<file path="src/rtl/cam_pkg.sv">
// Shared CAM definitions: default depth, index-width helper, scanner states.
package cam_pkg;

  localparam int CAM_DEPTH = 16;

  // A single-entry CAM still needs a one-bit index.
  function automatic int idx_width(input int depth);
    return (depth <= 2) ? 1 : $clog2(depth);
  endfunction

  typedef enum logic {
    IDLE = 1'b0,
    EMIT = 1'b1
  } scan_state_t;

endpackage

</file>
<file path="src/rtl/cam_prio_enc.sv">
// Lowest-set-bit priority encoder with any/at-most-one flags.
module cam_prio_enc #(
  parameter int DEPTH = 16,
  parameter int IDX_W = 4
) (
  input  logic [DEPTH-1:0] vec,
  output logic [IDX_W-1:0] idx,
  output logic             any,
  output logic             single
);

  always_comb begin
    idx = '0;
    for (int i = DEPTH - 1; i >= 0; i--) begin
      if (vec[i]) idx = IDX_W'(i);
    end
  end

  assign any    = |vec;
  assign single = ~|(vec & (vec - DEPTH'(1)));

endmodule

</file>
<file path="src/rtl/cam_match_scanner.sv">
// Serialises a CAM match vector into per-entry index beats, lowest first.
// Define CAM_SCAN_COUNT_EN to add the registered hit_count output.
module cam_match_scanner
  import cam_pkg::*;
#(
  parameter int DEPTH = CAM_DEPTH,
  parameter int IDX_W = idx_width(DEPTH)
) (
  input  logic             clk,
  input  logic             rst_n,
  input  logic [DEPTH-1:0] match_in,
  input  logic             match_valid,
  output logic             match_ready,
  output logic [IDX_W-1:0] idx_out,
  output logic             idx_hit,
  output logic             idx_last,
  output logic             idx_valid,
  input  logic             idx_ready
`ifdef CAM_SCAN_COUNT_EN
  ,
  output logic [IDX_W:0]   hit_count
`endif
);

  scan_state_t      state_q, state_d;
  logic [DEPTH-1:0] pending_q, pending_d;
  logic             rdy_en_q;

  logic [IDX_W-1:0] enc_idx;
  logic             enc_any;
  logic             enc_single;
  logic             emit;
  logic             take;
  logic             accept;

  cam_prio_enc #(
    .DEPTH (DEPTH),
    .IDX_W (IDX_W)
  ) u_enc (
    .vec    (pending_q),
    .idx    (enc_idx),
    .any    (enc_any),
    .single (enc_single)
  );

  assign emit      = (state_q == EMIT);
  assign idx_valid = emit;
  assign idx_out   = emit ? enc_idx : '0;
  assign idx_hit   = emit & enc_any;
  assign idx_last  = emit & enc_single;

  assign take = emit & idx_ready;

  // Last beat taken frees the slot in the same cycle: no bubble.
  assign match_ready = rdy_en_q & (~emit | (enc_single & idx_ready));
  assign accept      = match_valid & match_ready;

  always_comb begin
    state_d   = state_q;
    pending_d = pending_q;
    if (take) begin
      pending_d = pending_q & (pending_q - DEPTH'(1));
      if (enc_single) state_d = IDLE;
    end
    if (accept) begin
      pending_d = match_in;
      state_d   = EMIT;
    end
  end

  always_ff @(posedge clk or negedge rst_n) begin
    if (!rst_n) begin
      state_q   <= IDLE;
      pending_q <= '0;
      rdy_en_q  <= 1'b0;
    end else begin
      state_q   <= state_d;
      pending_q <= pending_d;
      rdy_en_q  <= 1'b1;
    end
  end

`ifdef CAM_SCAN_COUNT_EN
  logic [IDX_W:0] hit_count_q, hit_count_d;

  always_comb begin
    hit_count_d = hit_count_q;
    if (accept) begin
      hit_count_d = '0;
      for (int i = 0; i < DEPTH; i++) begin
        hit_count_d = hit_count_d + (IDX_W + 1)'(match_in[i]);
      end
    end
  end

  always_ff @(posedge clk or negedge rst_n) begin
    if (!rst_n) hit_count_q <= '0;
    else        hit_count_q <= hit_count_d;
  end

  assign hit_count = hit_count_q;
`endif

endmodule

</file>
<file path="config.mk">
export PLATFORM = sky130hd
export DESIGN_NAME = cam_match_scanner
export DESIGN_NICKNAME = d
export VERILOG_FILES = /design/src/rtl/cam_pkg.sv /design/src/rtl/cam_prio_enc.sv /design/src/rtl/cam_match_scanner.sv
export SDC_FILE = /design/constraint.sdc
export NUM_CORES = 1
export LEC_CHECK = 0
export CORE_UTILIZATION = 35
export CTS_BUF_LIST = sky130_fd_sc_hd__clkbuf_4
export CTS_CLUSTER_DIAMETER = 50
export CTS_CLUSTER_SIZE = 30
export DETAILED_ROUTE_END_ITERATION = 7
export GPL_TIMING_DRIVEN = 0
export SLEW_MARGIN = 20
export SYNTH_ARGS = -nofsm -noshare
export SYNTH_HDL_FRONTEND = slang
export SYNTH_SLANG_ARGS = --single-unit
</file>
<file path="constraint.sdc">
create_clock -name clk -period 4.7 [get_ports clk]
set_input_delay 0.705 -clock clk [delete_from_list [all_inputs] [get_ports clk]]
set_output_delay 0.705 -clock clk [all_outputs]
set_load 0.01 [all_outputs]
</file>
==> metrics.csv <==
metric,value,unit
worst r2r dst,pending_q[6],
Synth top area share,34.45,%
Worst-path clk slew,0.11,ns
Post-CTS Setup Repair Bufs,0,
crit path DAT,3.00,ns
Post-Syn Area,1308,sq um
antenna cell count,0,
starting DRC count in detailed routing,78,
cell-internal power,672.0,uW
Setup TNS,0,ns
Total GRT Usage,16.52,%
"delay-heaviest family, CP",simple AND/OR/NAND/NOR gates,
Crit path buffers/inverters,2,
TritonCTS Buffers,3,
synthesis-stage register bit count,18,
switching power,547.9,uW
post-cts sizing count,0,
Yosys top cell by area,dfrtp_1,
port bufs,27,
Placer Congestion,0.8405,
ys flop type,dfrtp_1,
min cycle time layout,3.702,ns
sequential share of power,21.7,%
critical-path cell list,buf_4 -> nor4_4 -> a41oi_1 -> a2111oi_2 -> nand4_1 -> nand2_1 -> and2_1 -> clkdlybuf4s50_1,
combinational fraction of design power,71.5,%
Crit. End Element,output port,
WL per Instance,13.66,microns
Hold Crit Endpoint,idx_valid,
synth warn,0,
most frequent cells in the layout,"27 x clkdlybuf4s50_1, 18 x dfrtp_1, 12 x inv_1, 11 x nor2_1, 9 x nand2_1",
"EDFF count, synth",0,
Rows,21,
# DRC,0,
WHS,0.5456,ns
critical path class,register to output port,
Final Max Slew Viols,0,
number of sinks on the clock net,18,
final-report hold violation count,0,
Worst setup SP type,register,
share of post-route cells with drive strength above 1,15.52,%
clock share of power,6.8,%
pin count of the biggest net entering global routing,19,
total number of vias,1170,
Layout area overhead,27.08,%
"commonest non-fill, non-tap cell in the layout",clkdlybuf4s50_1,
overall power,1220,uW
Unique masters post-synth,44,
gr ovfl total,0,
hold-critical path depth,2,
Final ANT Viol Nets,0,
# hold bufs at CTS,0,
status,completed,
CTS root buf,clkbuf_4,
largest driver fanout on the critical path,9,
Worst Clk Skew,0.007690,ns
Pwr per Cell Area,734.1,nW/um^2
Max Cap Violations,0,
CP max-delay cell,clkdlybuf4s50_1,
FF-to-FF path depth,9,
H-tree depth,1,
sw frac,44.91,%
RSZ-0062 raised after global routing,false,
Critical Path RT,3.99,ns
Synth Instances,143,
min-delay src,rdy_en_q,
CTS tree,yes,
I/O pin count,28,
DR pass1 iterations,5,
vias in the first global route,1088,
Slew headroom,43.16,%
sequential share of the synthesized area,34.45,%
die height,63.12,microns
worst min path class,register to register,
die width,63.12,microns
Post-Route WL,3.005,mm
Final Cycle Share,78.77,%
die area,3984,sq um
f_max,270.1,MHz
hpwl dp,2.204,mm
setup violators final,0,
Inst Count DP,216,
Final Util,47.91,%
Layout Cells excl Fill,220,
global-route wire length before repair,5.188,mm
"FFs w/ async S/R, synth",100.0,%
crit-path max cell delay,0.53,ns
core area,3468,sq um
FF-to-FF setup slack,1.88,ns
Synth area leaders,"dfrtp_1 34%, mux2_2 5.2%, mux2i_1 4.6%, inv_1 3.4%, mux2_4 3.4%",
CTS max path bufs,2,
worst-skew pair later-pin latency,0.30,ns
reg2reg start,pending_q[0],
syn_nets,163,
initial cell density of the core,37.70,%
nets@finish,195,
Slew @ Worst Pin,0.8499,ns
initial antenna violation count,0,
number of vias per cell,5.318,
Max VDD drop,0.2989,mV
static leakage,0.0007445,uW
Mean Syn Cell Area,9.143,sq um
[power by group through the flow]
stage                     Sequential [uW]  Clock, uW  Combinational, uW
after floorplan                       257          0                612
after global placement                265          0                845
after detailed placement              267          0                866
after CTS                             264       86.9                873
after global routing                  273       92.8                960
final                                 265       83.1                872
[synth_stat cells (2+ instances only)]
library cell,count
dfrtp_1,18
inv_1,12
nor2_1,11
nand2_1,9
a21oi_1,7
o21ai_0,7
clkbuf_1,6
mux2_2,6
mux2i_1,6
o31a_1,5
a41oi_1,4
nor3_1,4
a31oi_1,3
buf_2,3
mux2_4,3
nor4_1,3
a211oi_1,2
buf_6,2
nand3_1,2
nand4_1,2
nor2b_1,2
nor4_4,2
o41ai_1,2
or3_1,2
[stage by stage]
step	area [sq um]	setup slack, ns
detailed placement	1635	1.381
CTS	1662	1.002
finish	1662	0.9980
floorplan	1308	2.146
global route	1662	0.8021
global placement	1635	1.402
[state kept, by name, summed over array words and instances, names as in the netlist]
register   count
idx_valid      1
rdy_en_q       1
pending_q     16
[how the worst max path moves through the flow]
stage                 startpoint  cells after the start          end
finish              pending_q[0]                      8  match_ready
floorplan           pending_q[3]                      7  match_ready
detailed placement  pending_q[3]                      8  match_ready
CTS                 pending_q[5]                      8  match_ready
global placement    pending_q[5]                      8  match_ready
global route        pending_q[8]                      8  match_ready
[metal layers]
metal / track usage (%) / wire (microns) / up-vias / share of wire [%]
met5: 0 / 0 / - / 0
met4: 6.977 / 53 / 0 / 1.8
met3: 1.087 / 75 / 5 / 2.5
met2: 25.94 / 1394 / 28 / 46
met1: 23.23 / 1481 / 551 / 49
li1: - / - / 586 / -
[worst min-delay path, cell delays in order, from the launching register on]
cell and delay [ns]:
dfrtp_1 0.36, nand2_1 0.09, nand2_1 0.07
[cell families after synthesis]
| group | count (synthesis) | share of synthesized area (%) |
|---|---|---|
| flip-flops | 18 | 34.45 |
| AO/OA/AOI/OAI | 38 | 20.67 |
| multiplexers | 15 | 13.21 |
| buffers and inverters | 25 | 10.14 |
| other | 1 | 0.2868 |
| AND/OR/NAND/NOR | 45 | 20.48 |
| adder cells (fa/ha/maj) | 1 | 0.7656 |
[cell type report]
class / instances / area [sq um]
Fill cell: 362 / 1807
Buffer: 13 / 87.58
Clock inverter: 1 / 3.754
Timing Repair Buffer: 27 / 270.3
Inverter: 12 / 45.04
Sequential cell: 18 / 450.4
Multi-Input combinational cell: 100 / 724.4
Tap cell: 46 / 57.56
Clock buffer: 3 / 22.52
Power figures use the tool's default switching activity.
==> variant (config.mk and constraints unchanged) <==
Take the reset off `pending_q` and load it in a clocked block of its own.
--- a/src/rtl/cam_match_scanner.sv
+++ b/src/rtl/cam_match_scanner.sv
@@ -72,11 +72,13 @@
     if (!rst_n) begin
       state_q   <= IDLE;
-      pending_q <= '0;
       rdy_en_q  <= 1'b0;
     end else begin
       state_q   <= state_d;
-      pending_q <= pending_d;
       rdy_en_q  <= 1'b1;
     end
+  end
+
+  always_ff @(posedge clk) begin
+    pending_q <= pending_d;
   end
 
Function: no difference found for any inputs over 4 cycles, from zero or initial values and one cycle with rst_n low; that may be too few to reach the edited logic, so the function may still have changed.
==> variant against the unedited design <==
- area after synthesis decreased by 4.0%
- global-route usage barely moved
- setup slack got worse by 0.035 ns
- wire length down 0.90%
- sequential cell count is the same
- final area fell by 3.2%
- critical path depth fell by 1
Power is left out: it rests on default switching activity, and per cell area and clock period it moved more than threefold.
==> variant: results (changes against the unedited design) <==
Setup path
  • Worst Path Max Fanout: 7 (-2)
  • Slowest CP cell: nor4_2
  • Crit. Startpoint: pending_q[5]
  • Worst path max stage delay: 0.66 ns (+0.13 ns)
  • Worst r2r dst: pending_q[15]
  • Critical Path AT: 3.03 ns (+0.03 ns)
  • Setup slack on the worst flop-to-flop path: 1.85 ns (-0.03 ns)
  • Worst r2r path cells: 6 (-3)

Routing
  • Mean routed wirelength per cell: 14.4 µm (+5.3%)
  • Via/cell ratio: 5.35 (+0.65%)
  • First-pass DRT Iterations: 4 (-1)
  • Initial drt markers: 53 (-32%)

Logic synthesis
  • Main synth FF type: edfxtp_1
  • Unique masters post-synth: 42 (-4.5%)
  • Synth top area cells: edfxtp_1, a21o_1, a21oi_1
  • Syn nets: 150 (-8.0%)
  • Most frequent cells after synthesis: edfxtp_1, nor2_1, a21o_1, a21oi_1
  • EDFF count, synth: 16 (+16)
  • Ys async rst share: 0.111 (-0.889)
  • Sequential share of the synthesized area: 0.423 (+0.0782)

Layout
  • Fillers: 321 (-11%)
  • Biggest register: pending_q
  • Final net count: 182 (-6.7%)
  • Ratio of cells with drive above 1 in the final layout: 0.0745 (-0.0806)

Clock network
  • Setup Fix Bufs, Post-CTS: 0 (unchanged)

Place
  • HPWL after detailed placement: 2190 µm (-0.58%)
  • GPL Wtd Cong: 0.815 (-3.1%)
  • Input/output buffers: 27 (unchanged)

Global routing
  • Vias in the first global route: 1028 (-5.5%)
  • Initial antenna violation count: 0 (unchanged)
  • First-pass GRT wire length: 4590 µm (-12%)
  • GR Util All Layers: 0.165 (about the same)
  • Pin count of the biggest net entering global routing: 17 (-2)

Worst hold path
  • Hold Crit Class: in2async

Outcome
  • Outcome: finished clean

STA
  • Worst-Margin Slew: 0.703 ns (-0.147 ns)
-- variant: routing by layer --
layer,GRT usage,up-vias,part of all wire
met5,0,-,0
met4,0.0603,0,0.013
met3,0.0269,4,0.039
met2,0.264,21,0.48
met1,0.226,515,0.47
li1,-,568,-
-- variant: how the worst min path moves through the flow --
stage / startpoint / end / slack, ns / cells after the start
finish: rst_n / rdy_en_q / 0.57 / 1
floorplan: rst_n / idx_valid / 0.41 / 0
global route: rst_n / idx_valid / 0.57 / 1
global placement: rdy_en_q / idx_valid / 0.61 / 2
detailed placement: rdy_en_q / idx_valid / 0.62 / 2
CTS: rst_n / rdy_en_q / 0.56 / 1
-- variant: cell families (layout without fill, tap and decap cells) --
kind of cell               Yosys count  in the layout  share of synthesized area
AOI/OAI and AO/OA                   49             49                      0.292
and+or+nand+nor                     46             46                      0.214
DFF                                 18             18                      0.423
buffers and inverters               14             45                     0.0508
adders and majority gates            1              1                    0.00798
other                                1              1                    0.00299
muxes                                1              1                    0.00897
-- variant: final cells by class --
class	count	share of cell area
flip-flops and latches	18	0.330
multi-input cells	98	0.411
clock buffers	3	0.0140
well taps	46	0.0358
clock inverters	1	0.00233
plain buffers	9	0.0280
repair buffers	27	0.168
inverters	5	0.0117
-- variant: worst max-delay path, delay by kind of cell, from the launching register on --
kind                   cells  cell delay (ns)
buffers and inverters      1             0.55
AND/OR/NAND/NOR            4             1.26
AO/OA/AOI/OAI              2             0.42
flip-flops                 1             0.50
-- variant: per-stage QoR --
stage | instance area [µm²] | std cells | setup slack [ns]
2_1_floorplan | 1250 | 130 | 2.00
3_3_place_gp | 1580 | 203 | 1.39
3_5_place_dp | 1580 | 203 | 1.31
4_1_cts | 1610 | 207 | 0.955
5_1_grt | 1610 | 207 | 0.824
6_report | 1610 | 207 | 0.963
